===== src/rtl/tree_adder_ctrl_pkg.sv =====
`default_nettype none
// ============================================================================
//  Module      : tree_adder_pkg
//  Description : Shared definitions for the in-place tree adder: command
//                encodings driven onto the adder's command bus, the pixel
//                source selector and the sequencer state encoding.
//  Revision    : 1.0  initial release
// ============================================================================
package tree_adder_pkg;

    // Command encodings understood by every tree adder element.
    localparam logic [3:0] CMD_HOLD      = 4'h0;
    localparam logic [3:0] CMD_LOAD_MULT = 4'h1;
    localparam logic [3:0] CMD_LOAD_SHA  = 4'h2;
    localparam logic [3:0] CMD_LOAD_SHB  = 4'h3;
    localparam logic [3:0] CMD_SUM       = 4'h4;

    typedef enum logic [1:0] {
        SRC_MULT = 2'd0,
        SRC_SHA  = 2'd1,
        SRC_SHB  = 2'd2
    } src_sel_t;

    typedef enum logic [2:0] {
        IDLE = 3'd0,
        LOAD = 3'd1,
        SUM  = 3'd2,
        GAP  = 3'd3,
        DONE = 3'd4
    } ctrl_state_t;

    // Load command for a given pixel source.
    function automatic logic [3:0] src_load_cmd(input src_sel_t src);
        case (src)
            SRC_SHA: src_load_cmd = CMD_LOAD_SHA;
            SRC_SHB: src_load_cmd = CMD_LOAD_SHB;
            default: src_load_cmd = CMD_LOAD_MULT;
        endcase
    endfunction

endpackage
`default_nettype wire


===== src/rtl/tree_adder_ctrl.sv =====
`default_nettype none
// ============================================================================
//  Module      : tree_adder_ctrl
//  Description : Sequencer for the single-level in-place tree adder. Runs one
//                reduction job: a LOAD of the selected source followed by
//                LEVELS SUM passes, each optionally followed by SUM_GAP idle
//                cycles, then flags completion.
//  Ports       : clk, rst_n          clock / async active-low reset
//                start, src_sel      job request and source (sampled in IDLE)
//                abort               cancel a running job
//                cmd_out             command to the adder
//                level               completed sum passes
//                busy, done          job status, done is a 1-cycle pulse
//                result_capture      pixel [0][0] holds the total (with done)
//                err                 illegal start (busy or src_sel=3)
//  Revision    : 1.0  initial release
// ============================================================================
module tree_adder_ctrl
    import tree_adder_pkg::*;
#(
    parameter int IMGSIDELENGTH = 64,
    parameter int CMD_WIDTH     = 4,
    parameter int SUM_GAP       = 1,
    parameter int LEVELS        = $clog2(IMGSIDELENGTH)
) (
    input  logic                         clk,
    input  logic                         rst_n,
    input  logic                         start,
    input  logic [1:0]                   src_sel,
    input  logic                         abort,
    output logic [CMD_WIDTH-1:0]         cmd_out,
    output logic [$clog2(LEVELS+1)-1:0]  level,
    output logic                         busy,
    output logic                         done,
    output logic                         result_capture,
    output logic                         err
);

    localparam int             c_lw         = $clog2(LEVELS + 1);
    localparam logic [c_lw-1:0] c_levels    = c_lw'(LEVELS);
    // Gap counter is loaded with SUM_GAP-1 and expires when it reads zero.
    localparam int             c_gap_last_i = (SUM_GAP > 0) ? SUM_GAP - 1 : 0;
    localparam logic [3:0]     c_gap_last   = 4'(c_gap_last_i);

    ctrl_state_t         r_state;
    ctrl_state_t         w_state_nxt;
    src_sel_t            r_src;
    src_sel_t            w_src_nxt;
    logic [3:0]          r_gap;
    logic [3:0]          w_gap_nxt;
    logic [c_lw-1:0]     w_level_nxt;
    logic [CMD_WIDTH-1:0] w_cmd_nxt;
    logic                w_busy_nxt;
    logic                w_done_nxt;
    logic                w_err_nxt;
    logic                w_active;
    logic                w_abort;
    logic                w_accept;

    assign w_active = (r_state != IDLE);
    assign w_abort  = abort && w_active;
    assign w_accept = !w_active && start && (src_sel != 2'd3);

    // ------------------------------------------------------------------
    // State register plus job bookkeeping (source, gap counter)
    // ------------------------------------------------------------------
    always_ff @(posedge clk or negedge rst_n) begin
        if (!rst_n) begin
            r_state <= IDLE;
            r_src   <= SRC_MULT;
            r_gap   <= 4'd0;
        end else begin
            r_state <= w_state_nxt;
            r_src   <= w_src_nxt;
            r_gap   <= w_gap_nxt;
        end
    end

    // ------------------------------------------------------------------
    // Next-state logic; abort overrides every non-IDLE transition
    // ------------------------------------------------------------------
    always_comb begin
        w_state_nxt = r_state;
        if (w_abort) begin
            w_state_nxt = IDLE;
        end else begin
            case (r_state)
                IDLE: if (w_accept) w_state_nxt = LOAD;
                LOAD: w_state_nxt = SUM;
                SUM: begin
                    if (SUM_GAP > 0)
                        w_state_nxt = GAP;
                    else if (int'(level) + 1 < LEVELS)
                        w_state_nxt = SUM;
                    else
                        w_state_nxt = DONE;
                end
                GAP: begin
                    // level already counts the pass that preceded this gap
                    if (r_gap == 4'd0)
                        w_state_nxt = (level < c_levels) ? SUM : DONE;
                end
                DONE:    w_state_nxt = IDLE;
                default: w_state_nxt = IDLE;
            endcase
        end
    end

    // ------------------------------------------------------------------
    // Output / counter next values. Outputs are registered from the next
    // state so cmd_out lines up with the state it belongs to.
    // ------------------------------------------------------------------
    always_comb begin
        w_src_nxt = w_accept ? src_sel_t'(src_sel) : r_src;

        w_gap_nxt = r_gap;
        if (r_state == SUM)
            w_gap_nxt = c_gap_last;
        else if ((r_state == GAP) && (r_gap != 4'd0))
            w_gap_nxt = r_gap - 4'd1;

        w_level_nxt = level;
        if (w_abort || w_accept)
            w_level_nxt = '0;
        else if ((r_state == SUM) && (level != c_levels))
            w_level_nxt = level + 1'b1;

        case (w_state_nxt)
            LOAD:    w_cmd_nxt = CMD_WIDTH'(src_load_cmd(w_src_nxt));
            SUM:     w_cmd_nxt = CMD_WIDTH'(CMD_SUM);
            default: w_cmd_nxt = CMD_WIDTH'(CMD_HOLD);
        endcase

        w_busy_nxt = (w_state_nxt != IDLE);
        w_done_nxt = (w_state_nxt == DONE);
        // abort takes precedence over a colliding start, so no error then
        w_err_nxt  = start && !w_abort && (w_active || (src_sel == 2'd3));
    end

    always_ff @(posedge clk or negedge rst_n) begin
        if (!rst_n) begin
            cmd_out        <= CMD_WIDTH'(CMD_HOLD);
            level          <= '0;
            busy           <= 1'b0;
            done           <= 1'b0;
            result_capture <= 1'b0;
            err            <= 1'b0;
        end else begin
            cmd_out        <= w_cmd_nxt;
            level          <= w_level_nxt;
            busy           <= w_busy_nxt;
            done           <= w_done_nxt;
            result_capture <= w_done_nxt;
            err            <= w_err_nxt;
        end
    end

endmodule
`default_nettype wire

===== config.mk =====
export PLATFORM = sky130hd
export DESIGN_NAME = tree_adder_ctrl
export DESIGN_NICKNAME = d
export VERILOG_FILES = /design/src/rtl/tree_adder_ctrl_pkg.sv /design/src/rtl/tree_adder_ctrl.sv
export SDC_FILE = /design/constraint.sdc
export NUM_CORES = 1
export LEC_CHECK = 0
export CAP_MARGIN = 20
export CORE_UTILIZATION = 54
export CTS_CLUSTER_SIZE = 28
export DETAILED_ROUTE_END_ITERATION = 7
export PLACE_DENSITY = 0.82
export SLEW_MARGIN = 20
export SYNTH_ARGS = -nofsm -noshare
export SYNTH_HDL_FRONTEND = slang
export SYNTH_SLANG_ARGS = --single-unit

===== constraint.sdc =====
create_clock -name clk -period 3.7 [get_ports clk]
set_input_delay 0.555 -clock clk [delete_from_list [all_inputs] [get_ports clk]]
set_output_delay 0.555 -clock clk [all_outputs]
set_load 0.005 [all_outputs]

==> results.ini, run 1 <==
[job]
max-cap-violations = 0

[global_routing]
grtUsageMet2_pct = 36.4
grt.busiest_layer = met2
globalRouteMet1Util_pct = 24.2
grt_usage_pct = 21.5
grt_pass1_vias = 646
grt_max_degree = 19
grt_antenna_before_repair = 0
use_met3_pct = 7.66
overflow = 0
grt_first_pass_wirelength_um = 2840

[cells_and_area]
nNetsFinal = 108
drive_gt1_share_pct = 9.38
antenna_cells = 0
final_util_pct = 70.7
post-route-cell-area_mm2 = 0.00109
syn_to_final_growth_pct = 18.3

[synth]
syn_area_um2 = 921
synth_top_area_cell = dfrtp_1
synthArstFlopShare_pct = 100
synthCells = 84
yosysWarnings = 0
ys_types = 35
syn_nets = 95
ys.flop_type = dfrtp_1
yosysTopAreaCellShare_pct = 48.9
yosysSeqAreaShare_pct = 48.9
synthMostInstantiatedCell = dfrtp_1
synth.cells.most_frequent = dfrtp_1 (18), ha_1 (5)
yosys-top-cells-area = dfrtp_1 (49%), ha_1 (6.8%), mux2i_1 (3.3%)
synth_edf_count = 0
synth.avg_cell_area_um2 = 11.0
ys_seq_elements = 18

[critical_path]
r2r_setup_slack_ps = 1690
path_class = in2reg
crit_family = simple AND/OR/NAND/NOR gates
crit_fanout = 6
required_ps = 3930
startpoint_type = input pin
r2r_end = cmd_out[1]
setup.worst_path.end_class = register
worstReg2RegStart = r_state[1]
crit_chain = clkdlybuf4s50_1 > a21bo_2 > or4_1 > mux2_4 > ha_1 > nor2_1
crit_buf_inv = 1
r2r_cells = 4
cp.arrival_ps = 2560
slowest_stage = or4_1
cpPeakStageDelay_ps = 550

[clock_network]
hold_buffers = 0
root_buffer = clkbuf_4
cts.htree.levels = 1
clk-insertion-delay-late_ps = 300
cts_resized = 0
numCtsBuffers = 3
cts_tree = built
cts_buffer_depth = 2
cts.clk_slew.worst_paths_ps = 100
cts.sink_count = 18
post_cts_buffers = 0

[timing]
tns_ps = 0
relSlewSlack_pct = 47.4
hold_slack_ps = 514
hold_viol = 0
setup_ws_ps = 1370
post-route-min-period_ps = 2330
max_freq_ghz = 0.429
rsz0062_at_grt = false
finClkSkew_ps = 2.99
setup_violations = 0
tightest_slew_ps = 787
slew_violations = 0
finalCritPeriodShare_pct = 63.0

[die]
dieArea_mm2 = 0.00187
pin_count = 17
die_w_um = 43.3
start_util_pct = 59.7
rows = 14
core_mm2 = 0.00154
die_y_um = 43.3

[power]
ir_drop_mv = 0.281
power_density_mw_per_mm2 = 451
p_leak_nw = 0.508

[drt]
totalWireLength_um = 1680
wl_per_cell_um = 15.0
drt_iter0_drc = 8
viasPerCell = 6.17
first_pass_iters = 4
ant_nets = 0
drc = 0
via_count = 691

[hold_path]
hold_path.class = reg2reg
hold_start = r_gap[3]
hold_end = r_gap[3]
hold_path_depth = 1

[placed_design]
gp_congestion = 0.775
io_buffer_count = 15
pre_cts_ws_ps = 1050
dp_hpwl_um = 1190
place_area_mm2 = 0.00105

[status]
status = finished, final reports clean

[cell usage in the layout, fill, tap and decap left out, types with 2 or more instances in the layout]
cell	netlist	layout
ha_1	5	5
and2_1	2	2
a211oi_1	2	2
dfrtp_1	18	18
mux2i_1	3	3
a21o_1	2	2
mux2_4	2	2
nor3b_1	2	2
clkdlybuf4s50_1	0	15
a21oi_1	4	4
nor2_1	4	4
nor4_1	4	4
nand2_1	4	4
nand3_1	4	4
inv_1	3	3
clkbuf_4	0	3
[cells by family after synthesis]
group,share of synthesized area (%)
AOI/OAI and AO/OA,9.92
adders and majority gates,6.79
buffers and inverters,5.30
DFF,48.9
muxes,6.52
other,0.407
and+or+nand+nor,22.1
[per-stage QoR]
stage	cells	power [mW]
floorplan	84	0.316
global placement	108	0.368
detailed placement	108	0.374
CTS	112	0.499
global route	112	0.523
finish	112	0.492
[final cells by class]
type / instances / area (um^2)
clock buffers: 4 / 36.3
flip-flops and latches: 18 / 450
repair buffers: 15 / 150
well taps: 16 / 20.0
inverters: 3 / 11.3
multi-input cells: 56 / 422
fillers: 116 / 452
[power breakdown]
part           leakage (nW)  internal [mW]  switching, mW  total, mW
sequential            0.238          0.223         0.0220      0.245
clock                0.0210         0.0601         0.0610      0.121
combinational         0.249         0.0722         0.0533      0.126
total                 0.508          0.355          0.136      0.492
[state kept, by name, indices dropped and copies added, names as in the netlist]
signal / flops
busy: 1
cmd_out: 3
err: 1
level: 3
r_gap: 4
r_src: 2
r_state: 3
result_capture: 1
[how the worst max path moves through the flow]
| stage | start | end | slack, ps | cells after the start |
|---|---|---|---|---|
| after floorplan | start | cmd_out[1] | 1650 | 6 |
| after global placement | start | cmd_out[1] | 1120 | 6 |
| after detailed placement | src_sel[1] | cmd_out[1] | 1050 | 6 |
| after CTS | src_sel[1] | cmd_out[1] | 1370 | 6 |
| after global routing | start | cmd_out[1] | 1310 | 6 |
| final | src_sel[1] | cmd_out[1] | 1370 | 6 |
[layer usage]
| metal | wire (um) | vias to the layer above |
|---|---|---|
| li1 | - | 327 |
| met1 | 709 | 325 |
| met2 | 812 | 32 |
| met3 | 113 | 7 |
| met5 | 0 | - |
| met4 | 41 | 0 |
Power figures use the tool's default switching activity.
==> inputs of run 2 (changes only) <==
--- a/config.mk
+++ b/config.mk
@@ -6,10 +6,10 @@
 export NUM_CORES = 1
 export LEC_CHECK = 0
 export CAP_MARGIN = 20
-export CORE_UTILIZATION = 54
+export CORE_UTILIZATION = 50
 export CTS_CLUSTER_SIZE = 28
 export DETAILED_ROUTE_END_ITERATION = 7
-export PLACE_DENSITY = 0.82
+export PLACE_DENSITY = 0.77
 export SLEW_MARGIN = 20
 export SYNTH_ARGS = -nofsm -noshare
 export SYNTH_HDL_FRONTEND = slang
==> constraint.sdc (replaced) <==
create_clock -name clk -period 2.4 [get_ports clk]
set_input_delay 0.36 -clock clk [delete_from_list [all_inputs] [get_ports clk]]
set_output_delay 0.36 -clock clk [all_outputs]
set_load 0.005 [all_outputs]
==> results.ini, run 2 (synthesized netlist as in run 1, its figures left out) <==
[cells_and_area]
final_common_cell = dfrtp_1
syn_to_final_growth_pct = 20.4
top_register = r_gap
final_cell_mix = dfrtp_1 (18), clkdlybuf4s50_1 (15), ha_1 (5)
drive_gt1_share_pct = 10.3
seq_area_um2 = 450
antenna_cells = 0
multi_input_area_um2 = 422
largest_reg_flops = 4
nFillCells = 146
nNetsFinal = 109

[timing]
rsz0062_at_grt = false
tns_ps = 0
setup_violations = 0
relSlewSlack_pct = 46.2
post-route-min-period_ps = 2000
slew_violations = 0
finalCritPeriodShare_pct = 83.2
finClkSkew_ps = 2.01
hold_viol = 0
tightest_slew_ps = 804
max_freq_ghz = 0.501

[placed_design]
io_buffer_count = 15
gp_congestion = 0.737
dp_hpwl_um = 1210

[power]
p_total_mw = 0.762
power_density_mw_per_mm2 = 687
ir_drop_mv = 0.583
p_leak_nw = 0.512

[hold_path]
hold_path.class = in2async

[die]
dieArea_mm2 = 0.00202
start_util_pct = 53.3
pin_count = 17
rows = 15
die_w_um = 44.9
die_y_um = 44.9
core_mm2 = 0.00173

[clock_network]
cts.clk_slew.worst_paths_ps = 100
cts_buffer_depth = 2
cts_resized = 0
hold_buffers = 0
numCtsBuffers = 3
clk-insertion-delay-late_ps = 300
cts.sink_count = 18
cts_tree = built
cts.htree.levels = 1
post_cts_buffers = 0
root_buffer = clkbuf_4

[critical_path]
cpPeakStageDelay_ps = 460
cp-endpoint = cmd_out[1]
crit_fanout = 3
required_ps = 2640
r2r_setup_slack_ps = 530
cp.arrival_ps = 2240
worstReg2RegStart = r_state[0]
path_class = in2reg
setup.worst_path.end_class = register
startpoint_type = input pin
startpoint = src_sel[0]
r2r_cells = 4
crit_chain = clkdlybuf4s50_1 > a21bo_2 > or4_1 > mux2_4 > ha_1 > nor2_1
r2r_end = cmd_out[1]
slowest_stage = or4_1

[job]
max-cap-violations = 0

[global_routing]
grt_max_degree = 19
grt_antenna_before_repair = 0
grt_pass1_vias = 608
overflow = 0
grt_usage_pct = 18.6
grt_first_pass_wirelength_um = 2640

[drt]
via_count = 671
viasPerCell = 5.50
top_layer_used = met4
routed-wl-met3_um = 74
wl_met2_um = 795
ant_nets = 0
totalWireLength_um = 1670
wl_per_cell_um = 13.7
wl_met1_um = 781
drc = 0
drt_iter0_drc = 20
first_pass_iters = 4

[status]
status = finished, final reports clean

## run 2: cell types whose count changed in the layout (fill, tap and decap cells not counted)
cell	change
buf_4	+1
## run 2: per-layer routing
| layer | up-vias | GRT usage [%] |
|---|---|---|
| li1 | 328 | - |
| met1 | 323 | 23.0 |
| met2 | 15 | 30.3 |
| met3 | 5 | 7.20 |
| met4 | 0 | 5.45 |
| met5 | - | 0 |
## run 2: metrics by stage
step	cells	setup slack, ps	instance area, um^2	utilization, %	hold slack, ps
after floorplan	84	547	921	-	64.4
after global placement	118	134	1070	62.1	482
after detailed placement	118	90.2	1070	62.1	486
after CTS	122	413	1110	64.2	513
after global routing	122	346	1110	64.2	541
final	122	404	1110	64.2	506
## run 2: final cells by class
class	count	share of cell area, %
Sequential cell	18	40.6
Multi-Input combinational cell	56	38.0
Timing Repair Buffer	16	14.2
Clock buffer	4	3.27
Tap cell	25	2.82
Inverter	3	1.02
## run 2: critical path: cells and delay by family
family / cells / cell delay [ps]
adder cells (fa/ha/maj): 1 / 280
multiplexers: 1 / 330
buffers and inverters: 1 / 450
AND/OR/NAND/NOR: 2 / 570
AO/OA/AOI/OAI: 1 / 250
## run 2: worst min-delay path by stage
stage	startpoint	endpoint	depth (start not counted)
floorplan	rst_n	busy	0
global placement	r_gap[3]	r_gap[3]	1
detailed placement	r_src[0]	r_src[0]	1
CTS	r_gap[3]	r_gap[3]	1
global route	r_src[0]	r_src[0]	1
finish	rst_n	cmd_out[1]	1
## run 2: where the power goes
part / switching (mW) / internal (mW) / total [mW]
Sequential: 0.0323 / 0.344 / 0.376
Clock: 0.0981 / 0.0927 / 0.191
Combinational: 0.0818 / 0.113 / 0.195
==> inputs of run 3 (changes only) <==
--- a/config.mk
+++ b/config.mk
@@ -6,10 +6,10 @@
 export NUM_CORES = 1
 export LEC_CHECK = 0
 export CAP_MARGIN = 20
-export CORE_UTILIZATION = 50
+export CORE_UTILIZATION = 45
 export CTS_CLUSTER_SIZE = 28
 export DETAILED_ROUTE_END_ITERATION = 7
-export PLACE_DENSITY = 0.77
+export PLACE_DENSITY = 0.73
 export SLEW_MARGIN = 20
 export SYNTH_ARGS = -nofsm -noshare
 export SYNTH_HDL_FRONTEND = slang
==> constraint.sdc (replaced) <==
create_clock -name clk -period 1.6 [get_ports clk]
set_input_delay 0.24 -clock clk [delete_from_list [all_inputs] [get_ports clk]]
set_output_delay 0.24 -clock clk [all_outputs]
set_load 0.005 [all_outputs]
==> results.ini, run 3 (synthesized netlist as in run 1, its figures left out) <==
[clock_network]
clk-insertion-delay-late_ps = 290
cts.htree.levels = 1
cts_tree = built
numCtsBuffers = 3
root_buffer = clkbuf_4
hold_buffers = 0
cts_buffer_depth = 2
cts.clk_slew.worst_paths_ps = 100
cts.sink_count = 18

[timing]
finalCritPeriodShare_pct = 107
post-route-min-period_ps = 1710
slew_violations = 0
finClkSkew_ps = 5.71
hold_viol = 0
tns_ps = -240
hold_slack_ps = 275
setup_violations = 3
rsz0062_at_grt = true
setup_ws_ps = -114
max_freq_ghz = 0.583

[cells_and_area]
largest_reg_flops = 4
syn_to_final_growth_pct = 38.6
seq_area_um2 = 450
antenna_cells = 0
nNetsFinal = 123
final_cell_mix = dfrtp_1 (18), buf_4 (15), clkdlybuf4s50_1 (12)
top_register = r_gap
final_common_cell = dfrtp_1
multi_input_area_um2 = 488
drive_gt1_share_pct = 29.7
nFillCells = 158

[status]
status = finished, violations left
violations = negative setup slack

[drt]
drt_iter0_drc = 5
ant_nets = 0
totalWireLength_um = 2140
wl_per_cell_um = 15.7
viasPerCell = 5.53
first_pass_iters = 4
drc = 0
via_count = 752

[die]
start_util_pct = 50.6
die_w_um = 47.2
pin_count = 17
dieArea_mm2 = 0.00223
die_y_um = 47.2
rows = 15
core_mm2 = 0.00182

[placed_design]
io_buffer_count = 15
gp_congestion = 0.780
dp_hpwl_um = 1480

[critical_path]
r2r_cells = 4
path_class = in2reg
worst-path-stages = 6
required_ps = 1790
setup.worst_path.end_class = register
crit_family = simple AND/OR/NAND/NOR gates
r2r_end = cmd_out[1]
cp.arrival_ps = 1910
r2r_setup_slack_ps = -100
startpoint_type = input pin
slowest_stage = or4_4
crit_buf_inv = 1
crit_fanout = 3
cpPeakStageDelay_ps = 560
crit_chain = dlygate4sd2_1 > a21bo_4 > or4_4 > mux2_4 > ha_4 > nor2_1
worstReg2RegStart = r_state[1]

[power]
power_density_mw_per_mm2 = 968
ir_drop_mv = 0.575
p_total_mw = 1.23
p_leak_nw = 0.597

[global_routing]
grt_first_pass_wirelength_um = 3220
grt_max_degree = 19
grt_usage_pct = 21.0
grt_antenna_before_repair = 0
grt_pass1_vias = 744
overflow = 0

[hold_path]
hold_path.class = in2async

[job]
max-cap-violations = 0

[run 3: changes by cell type in the layout (fill, tap and decap cells not counted), sizes merged]
cell           change
buf               +14
clkdlybuf4s50      -3
dlygate4sd2        +3
[run 3: layout make-up]
type | instances | share of cell area (%)
multi-input combinational | 56 | 38.2
sequential | 18 | 35.3
timing repair buffer | 30 | 20.3
clock buffer | 4 | 2.84
tap | 25 | 2.45
inverter | 3 | 0.882
[run 3: timing repair]
| action | CTS | global route |
|---|---|---|
| setup endpoints to repair | 4 | 9 |
| buffers inserted | 2 | 1 |
| gates cloned | 0 | 0 |
| endpoints found under the hold margin | 0 | 0 |
| gates resized for setup | 3 | 10 |
| pin swaps | 2 | 2 |
[run 3: worst register-to-register path, delay by kind of cell, from the launching register on]
family	cells	cell delay [ps]
adders and majority gates	1	260
DFF	1	420
muxes	1	340
and+or+nand+nor	2	580
[run 3: worst max-delay path by stage]
stage               slack (ps)          to       start
floorplan                 -210  cmd_out[1]       start
global placement          -630  cmd_out[1]       start
detailed placement        -680  cmd_out[1]       start
CTS                        -90  cmd_out[1]  r_state[0]
global route              -110  cmd_out[1]  r_state[1]
finish                    -110  cmd_out[1]  src_sel[0]
[run 3: metal layers]
metal	vias to the layer above	global-route usage [%]	share of wire (%)
met5	-	0	0
met4	0	10.3	2.8
met3	8	3.46	2.7
met2	20	36.7	54
met1	365	24.8	40
li1	359	-	-
[run 3: stage by stage]
step	setup WS (ps)	instances	cell area [um^2]	utilization, %
after floorplan	-214	84	950	-
after CTS	-88.3	135	1220	67.3
final	-114	136	1280	70.1
after detailed placement	-683	129	1180	64.7
after global placement	-629	129	1180	64.7
after global routing	-108	136	1280	70.1
[run 3: where the power goes]
part           switching (mW)  internal, mW  total [mW]
logic                   0.169         0.232       0.401
registers              0.0404         0.516       0.557
clock network           0.138         0.139       0.277
